===== src/rtl/hyper_ca_sequencer.sv =====
// hyper_ca_sequencer
// Takes one 48-bit command/address word per transaction from the CA
// generator, serialises it toward the PHY (16 bits per clock for x8 parts,
// 32 bits per clock for x16 PSRAM), runs the initial-latency countdown,
// pulses lat_done_o when the data phase may start, and holds chip-select
// low until the data stage releases it.
//
// Ports:
//   clk_i, rst_ni         clock, asynchronous active-low reset
//   ca_valid_i/ca_ready_o CA word handshake
//   cmd_addr_i            48-bit CA word
//   mem_sel_i             00 HyperRAM, 01 HyperFlash, 10 PSRAM x8, 11 PSRAM x16
//   lat_cycles_i          base initial latency in clocks
//   fixed_lat_i           HyperRAM fixed latency (always 2x)
//   skip_lat_i            zero-latency transaction
//   rwds_i                synchronised RWDS (HyperRAM latency request)
//   cs_release_i          data stage finished, deassert CS
//   abort_i               synchronous abort back to idle
//   ca_data_o/ca_oe_o     CA beat and its drive enable
//   ca_half_o             only [31:16] meaningful (last x16 beat)
//   cs_n_o                chip-select, active low
//   lat_done_o            one-cycle pulse: data phase may begin
//   busy_o                transaction in progress
module hyper_ca_sequencer #(
  parameter int unsigned LAT_W = 5
) (
  input  logic             clk_i,
  input  logic             rst_ni,
  input  logic             ca_valid_i,
  output logic             ca_ready_o,
  input  logic [47:0]      cmd_addr_i,
  input  logic [1:0]       mem_sel_i,
  input  logic [LAT_W-1:0] lat_cycles_i,
  input  logic             fixed_lat_i,
  input  logic             skip_lat_i,
  input  logic             rwds_i,
  input  logic             cs_release_i,
  input  logic             abort_i,
  output logic [31:0]      ca_data_o,
  output logic             ca_oe_o,
  output logic             ca_half_o,
  output logic             cs_n_o,
  output logic             lat_done_o,
  output logic             busy_o
);

  typedef enum logic [1:0] {
    ST_IDLE,
    ST_CA,
    ST_LAT,
    ST_HOLD
  } state_t;

  localparam logic [LAT_W:0] LAT_ONE = (LAT_W+1)'(1);

  state_t           state_q;
  logic [47:0]      ca_q;
  logic [1:0]       sel_q;
  logic [LAT_W-1:0] lat_q;
  logic             fixed_q;
  logic             skip_q;
  logic             rwds_q;
  logic [1:0]       beat_q;
  logic [LAT_W:0]   cnt_q;

  logic             x16;
  logic             last_beat;
  logic [LAT_W:0]   eff_lat;

  // {half, data} for a given beat of a CA word.
  function automatic logic [32:0] beat_word(input logic [47:0] ca,
                                            input logic        wide,
                                            input logic [1:0]  beat);
    logic [32:0] w;
    w = '0;
    if (wide) begin
      if (beat == 2'd0) w = {1'b0, ca[47:16]};
      else              w = {1'b1, ca[15:0], 16'h0000};
    end else begin
      case (beat)
        2'd0:    w = {1'b0, 16'h0000, ca[47:32]};
        2'd1:    w = {1'b0, 16'h0000, ca[31:16]};
        default: w = {1'b0, 16'h0000, ca[15:0]};
      endcase
    end
    return w;
  endfunction

  always_comb begin
    x16       = (sel_q == 2'b11);
    last_beat = x16 ? (beat_q == 2'd1) : (beat_q == 2'd2);
    // Doubling only applies to HyperRAM; rwds_q was captured during beat 0,
    // which always precedes the last beat.
    eff_lat   = {1'b0, lat_q};
    if ((sel_q == 2'b00) && (fixed_q || rwds_q)) eff_lat = {lat_q, 1'b0};
  end

  always_ff @(posedge clk_i or negedge rst_ni) begin
    if (!rst_ni) begin
      state_q    <= ST_IDLE;
      ca_q       <= '0;
      sel_q      <= '0;
      lat_q      <= '0;
      fixed_q    <= 1'b0;
      skip_q     <= 1'b0;
      rwds_q     <= 1'b0;
      beat_q     <= '0;
      cnt_q      <= '0;
      ca_ready_o <= 1'b1;
      cs_n_o     <= 1'b1;
      ca_oe_o    <= 1'b0;
      ca_half_o  <= 1'b0;
      ca_data_o  <= '0;
      lat_done_o <= 1'b0;
      busy_o     <= 1'b0;
    end else if ((state_q != ST_IDLE) && abort_i) begin
      state_q    <= ST_IDLE;
      ca_ready_o <= 1'b1;
      cs_n_o     <= 1'b1;
      ca_oe_o    <= 1'b0;
      ca_half_o  <= 1'b0;
      ca_data_o  <= '0;
      lat_done_o <= 1'b0;
      busy_o     <= 1'b0;
    end else begin
      case (state_q)
        ST_IDLE: begin
          if (ca_valid_i && ca_ready_o) begin
            ca_q       <= cmd_addr_i;
            sel_q      <= mem_sel_i;
            lat_q      <= lat_cycles_i;
            fixed_q    <= fixed_lat_i;
            skip_q     <= skip_lat_i;
            beat_q     <= '0;
            state_q    <= ST_CA;
            ca_ready_o <= 1'b0;
            cs_n_o     <= 1'b0;
            ca_oe_o    <= 1'b1;
            busy_o     <= 1'b1;
            // Beat 0 is built straight from the inputs so it is on the
            // outputs the cycle after acceptance.
            {ca_half_o, ca_data_o} <= beat_word(cmd_addr_i, mem_sel_i == 2'b11, 2'd0);
          end
        end

        ST_CA: begin
          if (beat_q == 2'd0) rwds_q <= rwds_i;
          if (last_beat) begin
            ca_oe_o   <= 1'b0;
            ca_half_o <= 1'b0;
            ca_data_o <= '0;
            if (skip_q || (eff_lat == '0)) begin
              state_q    <= ST_HOLD;
              lat_done_o <= 1'b1;
            end else begin
              state_q <= ST_LAT;
              cnt_q   <= eff_lat - LAT_ONE;
            end
          end else begin
            beat_q <= beat_q + 2'd1;
            {ca_half_o, ca_data_o} <= beat_word(ca_q, x16, beat_q + 2'd1);
          end
        end

        ST_LAT: begin
          if (cnt_q == '0) begin
            state_q    <= ST_HOLD;
            lat_done_o <= 1'b1;
          end else begin
            cnt_q <= cnt_q - LAT_ONE;
          end
        end

        ST_HOLD: begin
          lat_done_o <= 1'b0;
          if (cs_release_i) begin
            state_q    <= ST_IDLE;
            ca_ready_o <= 1'b1;
            cs_n_o     <= 1'b1;
            busy_o     <= 1'b0;
          end
        end

        default: state_q <= ST_IDLE;
      endcase
    end
  end

endmodule


===== config.mk =====
export PLATFORM = sky130hd
export DESIGN_NAME = hyper_ca_sequencer
export DESIGN_NICKNAME = d
export VERILOG_FILES = /design/src/rtl/hyper_ca_sequencer.sv
export SDC_FILE = /design/constraint.sdc
export NUM_CORES = 1
export LEC_CHECK = 0
export ABC_AREA = 1
export ABC_CLOCK_PERIOD_IN_PS = 2200
export BUFFER_PORTS_ARGS = -buffer_cell sky130_fd_sc_hd__buf_4
export CAP_MARGIN = 20
export CORE_UTILIZATION = 56
export DETAILED_ROUTE_END_ITERATION = 7
export GPL_ROUTABILITY_DRIVEN = 1
export PLACE_DENSITY = 0.82
export SLEW_MARGIN = 30
export SYNTH_ARGS = -nofsm -noshare
export SYNTH_HDL_FRONTEND = slang
export SYNTH_SLANG_ARGS = --single-unit

===== constraint.sdc =====
create_clock -name clk_i -period 2.2 [get_ports clk_i]
set_input_delay 0.22 -clock clk_i [delete_from_list [all_inputs] [get_ports clk_i]]
set_output_delay 0.22 -clock clk_i [all_outputs]
set_load 0.01 [all_outputs]

# [After elaboration in Yosys (flattened, before gate mapping)]
# Index checks and enable logic that the tools add are counted.
# W data, S select, Z words.
[classes] eq_ne=18 muxes=44 bitwise_logic=1 reduce_logical=26 addsub=3
[ops] op="$mux W32" n=4
[ops] op="$mux W33" n=2
[ops] op="$pmux W32 S2" n=1
[ops] op="$pmux W16 S2" n=1
[ops] op="$mux W6" n=4
[ops] op="$mux W1" n=17
[ops] op="$ne A3 B3 Y1 const B" n=5
[ops] op="$mux W2" n=7
[ops] op="$logic_not A6 Y1" n=2
[ops] op="$pmux W6 S2" n=1
[ops] op="$reduce_and A3 Y1" n=4
[ops] op="$reduce_and A4 Y1" n=3
[ops] op="$sub A6 B1 Y6 const B" n=2
[ops] op="$eq A2 B2 Y1 const B" n=5
[ops] op="$ne A2 B2 Y1 const B" n=5
[ops] op="$logic_not A2 Y1" n=4
[ops] op="$pmux W1 S2" n=4
[ops] op="$pmux W2 S4" n=1
[ops] op="$eq A2 B1 Y1 const B" n=3
[ops] op="$reduce_bool A2 Y1" n=3
[ops] op="$reduce_bool A3 Y1" n=2
[ops] op="$reduce_and A5 Y1" n=1
[ops] op="$pmux W2 S2" n=1
[ops] op="$reduce_bool A4 Y1" n=1
[ops] op="other kinds (6)" n=9
[word_totals] inputBits=63 reg_bits=105 wordCells=107

# [Depth between registers and ports, before layout]
[depth] depth_word=9 depth_mapped=13 ltp_nobuf=13

# [Worst setup path after synthesis]
# Ideal clock, no wire load.
[synth_path] path_kind="reg-to-reg" start="register beat_q[0]" end="register ca_data_o[4]" synth_period_minus_slack_ps=1740 arrival_time_ps=1610 required_ps=2069 setup_slack_ps=460 n_path_buf=1 stages_incl_launch_ff=10 cell_sequence="dfrtp_1 > inv_1 > ha_1 > inv_1 > clkbuf_1 > o21ai_0 > a21oi_1 > o21ai_0 > a22oi_2 > o21ai_1"
[synth_via] elab_chain_len=7 elab_cells_between_ends=12
[synth_rtl] item="start, declared" line_no="63" text="logic [1:0] beat_q;"
[synth_rtl] item="start signal, assigned" line_no="160" text="beat_q <= beat_q + 2'd1;"
[synth_rtl] item="$add A2 B1 Y2" line_no="161" text="{ca_half_o, ca_data_o} <= beat_word(ca_q, x16, beat_q + 2'd1);"
[synth_rtl] item="$eq A2 B1 Y1 or $logic_not A2 Y1 (tied branches)" line_no="80, 77"
[synth_rtl] item="$pmux W16 S2 or $mux W33 (tied branches)" line_no="80, 77"
[synth_rtl] item="$mux W33" line_no="76" text="if (wide) begin"
[synth_rtl] item="$mux W32 (*)" line_no="148" text="if (last_beat) begin"
[synth_rtl] item="$pmux W32 S2 (*)" line_no="126" text="case (state_q)"
[synth_rtl] item="$mux W32 (*)" line_no="116" text="end else if ((state_q != ST_IDLE) && abort_i) begin"
[synth_rtl] item="end signal, assigned" line_no="142" text="{ca_half_o, ca_data_o} <= beat_word(cmd_addr_i, mem_sel_i == 2'b11, 2'd0);"
[synth_rtl] item="end signal, assigned" line_no="161"
[synth_rtl] item="end, declared" line_no="39" text="output logic [31:0] ca_data_o,"
# Every way passes the cells marked *; elsewhere a longest branch is shown, timed or not.
# A chain may end at the register's enable or synchronous reset.

# [Final worst setup path]
[layout_path] start="register state_q[0]" end="register state_q[1]"
[layout_via] elab_chain_len=4 elab_cells_between_ends=13
[layout_rtl] item="start, declared" line_no="56" text="state_t state_q;"
[layout_rtl] item="start signal, assigned" line_no="100" text="state_q <= ST_IDLE;"
[layout_rtl] item="start signal, assigned" line_no="117" text="state_q <= ST_IDLE;"
[layout_rtl] item="start signal, assigned" line_no="135" text="state_q <= ST_CA;"
[layout_rtl] item="$reduce_bool A2 Y1" line_no="116"
[layout_rtl] item="$logic_and A1 B1 Y1" line_no="116"
[layout_rtl] item="$ne A3 B3 Y1 (no line)"
[layout_rtl] item="$reduce_and A4 Y1 (no line)"
# Several ways; a longest one is shown, not always the timed one.

==> reports/metrics.cfg <==
[sta]
period_share=0.914
clock_skew_ns=0.0114
timing.final.ws_setup_ns=0.188
rsz0062_at_grt=no
finalSetupTns_ns=0
fin_crit_ns=2.01
hold_viol_final=0
finalSetupViolCount=0
tightest_slew_ns=0.631
max_freq_mhz=497
relSlewSlack=0.578
holdWs_ns=0.0592
drv_slew=0

[finish]
nets=874
fin_area_sq_um=6800
synthToLayoutAreaGrowth_pct=19.7
utilization=0.693
drive_gt1_frac=0.229
final_cells=941
fillCellCount=831
antenna_cells=0

[floorplan]
dieWidth_microns=103
initial_utilization=0.579
io_pins=101
rows=36
dieArea_sq_um=10600
core_area_sq_um=9820
dieHeight_microns=103

[synthesis]
ys_ff_latch=105
synth_nets=783
synth.avg_cell_area_sq_um=7.98
postSynthCellCount=712
synth-seq-area-share=0.463
synth_warnings=0
synth_top_flop_cell=dfrtp_1
synthArstFlopShare=1.00
synth_edf_count=0
synth_cell_types=38
syn_area_sq_um=5680

[power_and_ir_drop]
power.density_nw_per_um2=1400
vdd_drop_max_uv=727
power.leakage_nw=3.39
total_power_mw=9.52

[setup_path]
cpLargestDelayFamily=compound AO/OA/AOI/OAI gates
required_ns=2.45
critPathArrivalTime_ns=2.27
cp_slowest_cell=dfrtp_1
max_stage_delay_ns=0.43
reg2reg_depth=9
startpoint_type=register
r2r_slack_ns=0.19
endpoint_kind=register
worst-path-stages=9
path_cells=inv_1 -> ha_1 -> nor2_2 -> inv_2 -> nand2_1 -> o21ai_0 -> nor2_2 -> nand3_1 -> o21ai_0
path_buf_inv=2
crit_fanout=11
critPathKind=register to register

[clocking]
clk_latency_ns=0.39
root_buffer=clkbuf_8
cts_sinks=105
numCtsBuffers=9
path_clk_slew_ns=0.09
clockBufferDepth=2
postCtsSetupBuffers=0
cts_max_level=3
cts_tree=yes

[place]
dp_hpwl_microns=10600
dpl_cell_area_sq_um=6600
io_buffers=100
place_inst=924
pre_cts_ws_ns=0.118
gp_congestion=0.847

[grt]
grt_pass1_wl_microns=24600
grt_pass1_vias=5324
grt_overflow=0
antenna_found_initial=0
grt_usage=0.303
grt_max_degree=93

[min_path]
hp-class=primary input to register
hold_depth=2

[status]
status=complete, no violations

[job]
max_cap_violations=0

[drt]
viasPerCell=5.63
wire_per_inst_microns=15.6
routed_wl_microns=14700
drt_first_iter_violations=331
vias=5296
drc=0
antenna_left=0
drtPass1Iterations=5

cells in the mapped netlist (all sizes together) (2+ instances only):
| cell | n | area (sq um) |
|---|---|---|
| clkbuf | 23 | 86.3 |
| buf | 16 | 96.3 |
| a21boi | 7 | 52.6 |
| o21a | 2 | 15.0 |
| ha | 8 | 100 |
| clkinv | 2 | 8.75 |
| nand4 | 2 | 12.5 |
| a21oi | 54 | 293 |
| a22oi | 15 | 153 |
| inv | 61 | 229 |
| mux2 | 23 | 259 |
| dfrtp | 104 | 2600 |
| nand3 | 37 | 185 |
| o21ai | 132 | 661 |
| nor2 | 33 | 136 |
| nand2 | 184 | 711 |
cell type report:
type	count	area (sq um)	share of cell area
multi-input combinational	505	2660	0.390
sequential	105	2630	0.386
timing repair buffer	119	933	0.137
inverter	63	238	0.0349
tap	133	166	0.0245
clock buffer	13	139	0.0204
clock inverter	3	42.5	0.00625
logic make-up after synthesis:
logic type               Yosys count  share of synthesized area
multiplexers                      23                     0.0456
XOR/XNOR                           1                    0.00154
AND/OR/NAND/NOR                  259                      0.187
buffers and inverters            102                     0.0740
flip-flops                       105                      0.463
adder cells (fa/ha/maj)            8                     0.0176
AO/OA/AOI/OAI                    214                      0.212
layout by cell type (no fill, tap or decap), drive strengths merged:
| cell | count |
|---|---|
| nand2 | 184 |
| o21ai | 132 |
| buf | 118 |
| dfrtp | 104 |
| inv | 61 |
| a21oi | 54 |
| nand3 | 37 |
| nor2 | 33 |
| mux2 | 23 |
| a22oi | 15 |
| clkbuf | 13 |
| ha | 8 |
| a21boi | 7 |
| clkinv | 3 |
| o21a | 2 |
| nand4 | 2 |
| and2 | 1 |
| a31oi | 1 |
| a21o | 1 |
| o32ai | 1 |
| or2 | 1 |
| o31ai | 1 |
| nor3 | 1 |
| xor2 | 1 |
| bufinv | 1 |
| clkinvlp | 1 |
| dfstp | 1 |
| dlygate4sd3 | 1 |
layer usage:
layer	track usage	wire length (microns)
met1	0.375	6080
met2	0.525	7400
met3	0.0631	930
met4	0.115	290
met5	0	0
flip-flops by register name, indices dropped and copies added, names as in the netlist:
| name | flops |
|---|---|
| fixed_q | 1 |
| cs_n_o | 1 |
| skip_q | 1 |
| cnt_q | 6 |
| lat_done_o | 1 |
| ca_half_o | 1 |
| ca_q | 48 |
| state_q | 2 |
| sel_q | 2 |
| ca_oe_o | 1 |
| ca_data_o | 32 |
| lat_q | 5 |
| rwds_q | 1 |
| busy_o | 1 |
| beat_q | 2 |
where the power goes:
part / switching (mW) / total (mW) / internal (mW)
sequential: 0.577 / 3.36 / 2.78
clock: 0.644 / 1.17 / 0.527
combinational: 3.03 / 4.99 / 1.96
what timing repair did:
item | 4_1_cts | 5_1_grt
hold endpoints to repair | 27 | 0
endpoints found under the setup margin | 0 | 16
resized for setup | 0 | 5
hold buffers | 1 | 0
worst reg2reg max path, delay by kind of cell (launching register included):
kind            cells  cell delay [ns]
buf+inv             2             0.30
flops               1             0.43
simple gates        4             0.40
fa+ha+maj           1             0.31
compound gates      2             0.45
final timing paths:
check / from / end
max in group asynchronous: rst_ni / cs_n_o$_DFFE_PN1P_
min in group asynchronous: rst_ni / ca_q[23]$_DFFE_PN0P_
max reg2reg: state_q[0]$_DFFE_PN0P_ / state_q[1]$_DFFE_PN0P_
max: state_q[0]$_DFFE_PN0P_ / state_q[1]$_DFFE_PN0P_
min: cmd_addr_i[10] / ca_q[10]$_DFFE_PN0P_
min reg2reg: ca_data_o[24]$_DFFE_PN0P_ / ca_data_o[24]$_DFFE_PN0P_
Note: power is estimated with default switching activity, not from simulation.
